$ cat config.mk
export PLATFORM = sky130hd
export DESIGN_NAME = piso_serializer
export DESIGN_NICKNAME = d
export VERILOG_FILES = /design/src/rtl/piso_serializer.sv
export SDC_FILE = /design/constraint.sdc
export NUM_CORES = 1
export LEC_CHECK = 0
export CORE_AREA = 4 4 41 43
export DETAILED_ROUTE_END_ITERATION = 8
export DIE_AREA = 0 0 45 47
export GPL_ROUTABILITY_DRIVEN = 0
export PLACE_DENSITY = 0.74
export SLEW_MARGIN = 20
export SYNTH_ARGS = -nofsm -noshare
export SYNTH_HDL_FRONTEND = slang
export SYNTH_SLANG_ARGS = --single-unit
$ cat constraint.sdc
create_clock -name clk -period 1.2 [get_ports clk]
set_clock_uncertainty 0.1 [all_clocks]
set_input_delay 0.24 -clock clk [delete_from_list [all_inputs] [get_ports clk]]
set_output_delay 0.24 -clock clk [all_outputs]
set_load 0.02 [all_outputs]
$ cat src/rtl/piso_serializer.sv
// piso_serializer: takes a 4-bit word {pa,pb,pc,pd} on a ready/valid load
// handshake and shifts it out one bit per clock with valid/last framing.
// Supports hold stalls and back-to-back words with no idle gap.
module piso_serializer #(
   parameter bit   MSB_FIRST  = 1'b1,
   parameter logic IDLE_LEVEL = 1'b0
) (
   input  logic clk,
   input  logic rst,
   input  logic pa,
   input  logic pb,
   input  logic pc,
   input  logic pd,
   input  logic load_valid,
   output logic load_ready,
   input  logic hold,
   output logic sout,
   output logic sout_valid,
   output logic last
);

   localparam int unsigned W  = 4;
   localparam int unsigned CW = 2;
   localparam logic [CW-1:0] CNT_LAST = CW'(W - 1);

   typedef enum logic {
      S_IDLE  = 1'b0,
      S_SHIFT = 1'b1
   } state_t;

   state_t        state_q, state_d;
   logic [CW-1:0] cnt_q, cnt_d;
   logic [W-1:0]  sr_q, sr_d;
   logic          sout_q, sout_d;
   logic          sout_valid_q, sout_valid_d;
   logic          last_q, last_d;

   logic [W-1:0]  word_c;
   logic          accept_c;

   // Ready in IDLE, or on the final bit of a word when not stalled
   always_comb begin
      load_ready = (state_q == S_IDLE) ||
                   ((state_q == S_SHIFT) && (cnt_q == CNT_LAST) && !hold);
   end

   // Incoming word arranged so that bit W-1 is always transmitted first
   always_comb begin
      word_c   = MSB_FIRST ? {pa, pb, pc, pd} : {pd, pc, pb, pa};
      accept_c = load_valid && load_ready;
   end

   // Next-state and next-output logic
   always_comb begin
      state_d      = state_q;
      cnt_d        = cnt_q;
      sr_d         = sr_q;
      sout_d       = sout_q;
      sout_valid_d = sout_valid_q;
      last_d       = last_q;

      if (accept_c) begin
         // Fresh load from IDLE, or back-to-back reload on the last bit
         state_d      = S_SHIFT;
         cnt_d        = '0;
         sout_d       = word_c[W-1];
         sr_d         = {word_c[W-2:0], 1'b0};
         sout_valid_d = 1'b1;
         last_d       = 1'b0;
      end else if ((state_q == S_SHIFT) && !hold) begin
         if (cnt_q != CNT_LAST) begin
            cnt_d  = cnt_q + CW'(1);
            sout_d = sr_q[W-1];
            sr_d   = {sr_q[W-2:0], 1'b0};
            last_d = ((cnt_q + CW'(1)) == CNT_LAST);
         end else begin
            // Word finished with nothing queued: drop back to idle line
            state_d      = S_IDLE;
            cnt_d        = '0;
            sr_d         = '0;
            sout_d       = IDLE_LEVEL;
            sout_valid_d = 1'b0;
            last_d       = 1'b0;
         end
      end
   end

   // State and output registers; reset discards any word in flight
   always_ff @(posedge clk or negedge rst) begin
      if (!rst) begin
         state_q      <= S_IDLE;
         cnt_q        <= '0;
         sr_q         <= '0;
         sout_q       <= IDLE_LEVEL;
         sout_valid_q <= 1'b0;
         last_q       <= 1'b0;
      end else begin
         state_q      <= state_d;
         cnt_q        <= cnt_d;
         sr_q         <= sr_d;
         sout_q       <= sout_d;
         sout_valid_q <= sout_valid_d;
         last_q       <= last_d;
      end
   end

   assign sout       = sout_q;
   assign sout_valid = sout_valid_q;
   assign last       = last_q;

endmodule

==> results.tsv, run 1 <==
metric	value	unit
status	complete, but fails checks	
violated checks	negative setup slack	
Yosys top cell by area	dfrtp_1	
CTS root buffer	clkbuf_4	
hold_buf cts	0	
Die Y	47	µm
largest net degree at the start of global routing	14	
Placement Cell Area	734.5	µm²
Sequential Area	202.7	µm²
CTS Sinks	8	
count of different cell masters after synthesis	24	
worst setup slack after layout	-230.1	ps
number of global-route vias before repair	498	
TritonCTS clock tree	built	
worst skew pair latency	260	ps
asr flop ratio synth	1.000	
mapped cell area	498.0	µm²
peak supply drop	1197	µV
Die Area	2115	µm²
Reg clk slew, reported paths	60	ps
Post-Route WL	1273	µm
Slew Limit Headroom	0.7390	
Pwr Total	1.601	mW
Vias/cell	5.522	
first-pass GRT wire length	2194	µm
Net Count, Synth	62	
share of the synthesized area in the top cell type	0.4020	
Worst Setup Start Kind	flop	
H-Tree Depth	1	
P&R area growth vs syn	63.07	%
DP HPWL	887.4	µm
final net count	89	
FILL cells	119	
final hold vios	0	
input/output buffers	11	
TritonCTS Buffers	3	
routed length per instance	13.84	µm
initial cell density of the core	0.3827	
Syn Inst Count	52	
MaxCap Viol Count	0	
# setup viols final	7	
Final TNS setup	-1042	ps
CTS Buffer Depth	2	
Rows	13	
Hold Path Class	in2async	
I/O pin count	12	
drc violations	0	
placed cell count	86	
crit path kind	reg2out	
Iteration-0 DRC Markers	8	
Diodes inserted	0	
RSZ-0062 raised after global routing	true	
CP Capture Type	output pin	
layout cells sized above 1	0.4935	
fmax	699.3	MHz
all-layer global routing usage	0.1433	
Core Util, Final	0.6240	
number of flops mapped to enable cells by yosys	0	
post-route design area	812.0	µm²
Die Width	45	µm
Mapped Avg Cell Area	9.577	µm²
leakage power	0.3661	nW
fin crit share	1.192	
Slew @ Worst Pin	390.3	ps
Core Area	1301	µm²
Finished Layout Cells	92	
max-slew violations	0	
top cells by area, synth	dfrtp_1 40%, mux2i_1 8.0%, o22ai_1 6.3%	
highest net fanout along the worst path	2	
Critical Path RT	860	ps
CP arrival	1090	ps
#FFs+latches synth	8	
Pre-Repair DR Iteration Count	4	
footprint of the multi-input gates	336.6	µm²
Cell Pwr Density	1972	nW/µm²
Yosys Warn Count	0	
Vias	508	
initial antenna violation count	0	
GRT Residual Overflow	0	
crit path time final	1430	ps
sequential element share of the synthesized area	0.4020	
Post-DRT Antenna Nets	0	
Main synth FF type	dfrtp_1	
[where the power goes]
group	total [mW]	internal (mW)	switching, mW
combinational	0.906	0.469	0.436
sequential	0.479	0.384	0.0950
clock	0.217	0.115	0.102
[synthesized netlist by cell type (2+ instances only)]
library cell	count
a211oi_1	3
a21oi_1	4
and3_2	2
dfrtp_1	8
ha_1	2
inv_1	4
mux2i_1	4
nor3_1	2
o21ai_0	4
o22ai_1	5
[worst paths after layout]
| kind | startpoint | to | slack (ps) | depth (start not counted) |
|---|---|---|---|---|
| min | rst | sr_q[1] | 170 | 1 |
| max in group asynchronous | rst | cnt_q[1] | 530 | 1 |
| min in group clk | hold | sout_valid | 230 | 3 |
| max | cnt_q[1] | load_ready | -230 | 4 |
| min reg2reg | sout_valid | sout_valid | 470 | 2 |
| max reg2reg | cnt_q[1] | sr_q[2] | -180 | 5 |
[per-stage QoR]
step / setup WS, ps / hold slack (ps)
floorplan: -21.85 / -155.6
global placement: -630.3 / 428.8
detailed placement: -638.2 / 454.2
CTS: -246.7 / 175.3
global route: -288.3 / 194.4
finish: -230.1 / 168.0
[layer usage]
| metal | vias to the layer above | share of wire | GRT usage |
|---|---|---|---|
| li1 | 246 | - | - |
| met1 | 243 | 0.44 | 0.1744 |
| met2 | 15 | 0.49 | 0.2373 |
| met3 | 4 | 0.063 | 0.04598 |
| met4 | 0 | 0.011 | 0.05263 |
| met5 | - | 0 | 0 |
[cells in the final DEF, fill, tap and decap left out, types with 2 or more instances in the layout]
cell type        instances
buf_4                   13
dfrtp_2                  2
nor3_2                   2
clkdlybuf4s50_1          5
buf_6                    3
inv_1                    2
a211oi_2                 3
inv_2                    2
ha_4                     2
dfrtp_1                  6
a21oi_1                  4
and3_2                   2
clkbuf_4                 3
o21ai_0                  3
mux2i_1                  4
dlymetal6s2s_1           2
buf_2                    2
o22ai_1                  5
[flip-flops by register name, indices dropped and copies added (netlist names)]
signal	flops
last	1
sout	1
cnt_q	2
sr_q	3
sout_valid	1
[critical path, cell delays in order, from the launching register on]
cell	delay, ps
dfrtp_2	420
ha_4	160
inv_2	70
o21ai_4	50
buf_6	130
[repair_timing]
action | in CTS | in global routing
gates resized for setup | 25 | 7
setup endpoints to repair | 11 | 9
cloned | 0 | 0
buffers inserted | 0 | 3
pin swaps | 1 | 3
[kinds of logic after synthesis]
group	count (synthesis)	share of synthesized area
and+or+nand+nor	12	0.1633
AOI/OAI and AO/OA	19	0.2261
muxes	4	0.08041
buffers and inverters	7	0.07787
adders and majority gates	2	0.05024
DFF	8	0.4020
[cell type report]
type                            count  share of cell area
Multi-Input combinational cell     37              0.4145
Timing Repair Buffer               25              0.2666
Sequential cell                     8              0.2496
Clock buffer                        3             0.02773
Tap cell                           15             0.02311
Inverter                            4             0.01849
(Power assumes the default switching activity.)
==> inputs of run 2 (changes only) <==
--- a/config.mk
+++ b/config.mk
@@ -9,8 +9,8 @@
 export DETAILED_ROUTE_END_ITERATION = 8
 export DIE_AREA = 0 0 45 47
 export GPL_ROUTABILITY_DRIVEN = 0
-export PLACE_DENSITY = 0.74
-export SLEW_MARGIN = 20
+export PLACE_DENSITY_LB_ADDON = 0.12
+export SLEW_MARGIN = 30
 export SYNTH_ARGS = -nofsm -noshare
 export SYNTH_HDL_FRONTEND = slang
 export SYNTH_SLANG_ARGS = --single-unit
==> results.tsv, run 2 (same netlist as run 1, synthesis figures left out) <==
metric	value	unit
final hold vios	0	
worst hold margin	160.2	ps
final net count	92	
layout cells sized above 1	0.5250	
CP arrival	1530	ps
RSZ-0062 raised after global routing	true	
Diodes inserted	0	
largest net degree at the start of global routing	14	
Die Area	2115	µm²
footprint of the multi-input gates	335.3	µm²
crit path time final	1458	ps
initial antenna violation count	0	
highest net fanout along the worst path	2	
post-route design area	842.1	µm²
CTS root buffer	clkbuf_4	
leakage power	0.3818	nW
TritonCTS Buffers	3	
Reg clk slew, reported paths	60	ps
Slew Limit Headroom	0.8133	
placed cell count	86	
most common cell after layout, fill and taps aside	buf_4	
status	complete, but fails checks	
# setup viols final	7	
worst setup slack after layout	-258.1	ps
FILL cells	114	
P&R area growth vs syn	69.10	%
fin crit share	1.215	
CTS Sinks	8	
Vias	518	
H-Tree Depth	1	
drc violations	0	
Post-DRT Antenna Nets	0	
Setup WS pre-CTS	-627.4	ps
Worst Setup Start Kind	flop	
violated checks	negative setup slack	
Die Y	47	µm
GRT Residual Overflow	0	
routed length per instance	14.55	µm
CTS Buffer Depth	2	
max-slew violations	0	
Post-Route WL	1382	µm
cells along the critical path	buf_4 -> buf_6 -> inv_4 -> ha_4 -> nor3b_2 -> a21oi_2 -> o22ai_2	
Most flops, register	sr_q	
CP Capture Type	flop	
Largest register FFs	3	
I/O pin count	12	
Pre-Repair DR Iteration Count	4	
MaxCap Viol Count	0	
initial cell density of the core	0.3827	
Rows	13	
CP peak stage delay	400	ps
Core Area	1301	µm²
Placement Cell Area	734.5	µm²
Iteration-0 DRC Markers	13	
leading registers by flop count	sr_q x3, cnt_q x2	
Die Width	45	µm
Slew @ Worst Pin	280.0	ps
fmax	685.8	MHz
worst skew pair latency	260	ps
number of global-route vias before repair	475	
Hold Path Class	in2async	
Finished Layout Cells	95	
Critical Path RT	1270	ps
worst-case reg-to-reg path depth	7	
TritonCTS clock tree	built	
crit path kind	reg2reg	
input/output buffers	11	
first-pass GRT wire length	2263	µm
Vias/cell	5.453	
Cell Pwr Density	2065	nW/µm²
peak supply drop	1093	µV
all-layer global routing usage	0.1514	
commonest cells after routing, fill and taps aside	14 x buf_4, 6 x dfrtp_1, 5 x clkdlybuf4s50_1, 5 x buf_6	
CP max-delay cell	dfrtp_1	
DP HPWL	948.1	µm
Sequential Area	202.7	µm²
Pwr Total	1.739	mW
-- run 2: metal layers --
| layer | global-route usage | vias to the layer above | wire (µm) |
|---|---|---|---|
| met5 | 0 | - | 0 |
| met1 | 0.1818 | 250 | 581 |
| met3 | 0.05747 | 0 | 89 |
| met2 | 0.2486 | 14 | 710 |
| li1 | - | 254 | - |
| met4 | 0.05263 | 0 | 0 |
-- run 2: what timing repair did --
action,in CTS,in global routing
buffers inserted,0,6
hold endpoints to repair,0,0
hold buffers,0,0
endpoints found under the setup margin,11,9
resized for setup,26,10
pin swaps,2,2
-- run 2: report_power, final --
part           switching (mW)  leakage [nW]  internal (mW)
registers               0.104        0.0941          0.384
logic                   0.477         0.274          0.563
clock network          0.0960        0.0138          0.115
total                   0.677         0.382           1.06
-- run 2: worst paths after layout --
path	slack, ps	endpoint	startpoint
min reg2reg	490	sout_valid	sout_valid
min	160	sr_q[1]	rst
max reg2reg	-260	cnt_q[1]	cnt_q[0]
min in group clk	250	sout_valid	hold
max in group asynchronous	680	cnt_q[1]	rst
max	-260	cnt_q[1]	cnt_q[0]
-- run 2: area by class of cell --
cell class | count | area share
multi-input cells | 37 | 0.3982
repair buffers | 28 | 0.2883
flip-flops and latches | 8 | 0.2407
clock buffers | 3 | 0.02675
inverters | 4 | 0.02377
well taps | 15 | 0.02229
-- run 2: stage by stage --
step           TNS, ps  utilization
2_1_floorplan   -81.30            -
3_3_place_gp     -3478       0.5644
3_5_place_dp     -3625       0.5644
4_1_cts          -1285       0.5837
5_1_grt          -1745       0.6471
6_report         -1309       0.6471
-- run 2: worst max-delay path, delay by kind of cell, from the launching register on --
kind,cells,cell delay [ps]
DFF,1,400
buffers and inverters,3,310
and+or+nand+nor,1,210
adders and majority gates,1,190
AOI/OAI and AO/OA,2,160
==> inputs of run 3 (changes only) <==
--- a/config.mk
+++ b/config.mk
@@ -5,11 +5,14 @@
 export SDC_FILE = /design/constraint.sdc
 export NUM_CORES = 1
 export LEC_CHECK = 0
-export CORE_AREA = 4 4 41 43
+export CELL_PAD_IN_SITES_DETAIL_PLACEMENT = 0
+export CELL_PAD_IN_SITES_GLOBAL_PLACEMENT = 2
+export CORE_MARGIN = 4
+export CORE_UTILIZATION = 25
 export DETAILED_ROUTE_END_ITERATION = 8
-export DIE_AREA = 0 0 45 47
 export GPL_ROUTABILITY_DRIVEN = 0
 export PLACE_DENSITY_LB_ADDON = 0.12
+export REMOVE_ABC_BUFFERS = 1
 export SLEW_MARGIN = 30
 export SYNTH_ARGS = -nofsm -noshare
 export SYNTH_HDL_FRONTEND = slang
==> results.tsv, run 3 (same netlist as run 1, synthesis figures left out) <==
metric	value	unit
status	complete, but fails checks	
violated checks	negative setup slack	
clock power share	0.116	
Post-DRT Antenna Nets	0	
Pint	1.101	mW
FILL cells	180	
H-Tree Depth	1	
Sequential Area	200.2	µm²
Diodes inserted	0	
Most flops, register	sr_q	
Die Width	52.63	µm
placed cell count	99	
first-pass GRT wire length	2490	µm
Slew Limit Headroom	0.7895	
drc violations	0	
all-layer global routing usage	0.1214	
CTS Buffer Depth	2	
Slew @ Worst Pin	315.8	ps
cells along the critical path	ha_2 -> inv_2 -> o21ai_2 -> buf_6	
I/O pin count	12	
DP HPWL	993	µm
# setup viols final	8	
highest net fanout along the worst path	2	
Finished Layout Cells	111	
fmax	691.9	MHz
CP max-delay cell	dfrtp_1	
worst-case reg-to-reg path depth	7	
TritonCTS clock tree	built	
footprint of the multi-input gates	327.8	µm²
initial cell density of the core	0.2764	
number of global-route vias before repair	553	
Critical Path RT	860	ps
reg2reg setup slack	-210	ps
Critical Path Start	cnt_q[1]	
commonest cells after routing, fill and taps aside	18 x buf_4, 8 x dfrtp_1, 6 x buf_6	
max-slew violations	0	
Largest register FFs	3	
Worst R2R Start	cnt_q[0]	
MaxCap Viol Count	0	
Post-Route WL	1484	µm
sw power	0.6640	mW
CP arrival	1110	ps
largest net degree at the start of global routing	9	
P&R area growth vs syn	81.41	%
Iteration-0 DRC Markers	3	
Cell Pwr Density	1954	nW/µm²
Sw Ratio	0.3761	
worst setup slack after layout	-245.3	ps
initial antenna violation count	0	
Vias	547	
most common cell after layout, fill and taps aside	buf_4	
Rows	15	
input/output buffers	11	
CTS Sinks	8	
final hold vios	0	
Core Util, Final	0.5014	
leakage power	0.4134	nW
r2r endpoint	cnt_q[1]	
fin crit share	1.204	
Die Area	2770	µm²
CTS root buffer	clkbuf_4	
Reg clk slew, reported paths	60	ps
worst skew pair latency	250	ps
TritonCTS Buffers	3	
Core Area	1802	µm²
crit path kind	reg2out	
RSZ-0062 raised after global routing	true	
Hold Path Class	in2async	
crit path time final	1445	ps
worst hold margin	173.0	ps
combinational share of power	0.627	
CP peak stage delay	350	ps
peak supply drop	868.1	µV
CP Capture Type	output pin	
layout cells sized above 1	0.5349	
Reg power frac	0.257	
Vias/cell	4.928	
leading registers by flop count	sr_q x3, cnt_q x2	
Die Y	52.63	µm
routed length per instance	13.37	µm
final net count	98	
Worst Setup Start Kind	flop	
GRT Residual Overflow	0	
Pre-Repair DR Iteration Count	4	
[run 3: layout make-up]
| class | instances | area share |
|---|---|---|
| clock buffers | 3 | 0.02493 |
| inverters | 4 | 0.01939 |
| multi-input cells | 37 | 0.3629 |
| flip-flops and latches | 8 | 0.2216 |
| well taps | 25 | 0.03463 |
| repair buffers | 34 | 0.3366 |
[run 3: metal layers]
| metal | vias to the layer above | wire [µm] | global-route usage |
|---|---|---|---|
| met5 | - | 0 | 0 |
| met4 | 0 | 0 | 0.03830 |
| met3 | 0 | 90 | 0.03134 |
| met2 | 11 | 737 | 0.1921 |
| met1 | 272 | 656 | 0.1590 |
| li1 | 264 | - | - |
[run 3: critical path: cells and delay by family (launching register included)]
family / cells / cell delay, ps
compound gates: 1 / 140
fa+ha+maj: 1 / 190
buf+inv: 2 / 180
flops: 1 / 350
[run 3: per-stage QoR]
| stage | power (mW) | cell area, µm² | TNS (ps) | worst slack [ps] |
|---|---|---|---|---|
| floorplan | 0.8562 | 474.2 | -770.9 | -227.4 |
| global placement | 1.256 | 720.7 | -3530 | -606.5 |
| detailed placement | 1.261 | 720.7 | -3458 | -600.6 |
| CTS | 1.692 | 873.3 | -1196 | -253.2 |
| global route | 1.917 | 903.4 | -1717 | -324.9 |
| finish | 1.765 | 903.4 | -1170 | -245.3 |
[run 3: how the worst max path moves through the flow]
stage,slack (ps),depth (start not counted),end
after floorplan,-230,3,load_ready
after global placement,-610,3,load_ready
after detailed placement,-600,3,load_ready
after CTS,-250,4,load_ready
after global routing,-320,4,load_ready
final,-250,4,load_ready
[run 3: what timing repair did]
item	in CTS	in global routing
hold endpoints to repair	0	0
pin swaps	6	4
setup buffers	9	1
hold buffers	0	0
endpoints found under the setup margin	11	9
resized for setup	38	5
[run 3: power groups by stage]
stage	Combinational, mW	Sequential, mW	Clock [mW]
5_1_grt	1.22	0.465	0.229
2_1_floorplan	0.344	0.512	0
3_3_place_gp	0.811	0.445	0
6_report	1.11	0.453	0.205
4_1_cts	1.02	0.451	0.218
3_5_place_dp	0.812	0.449	0
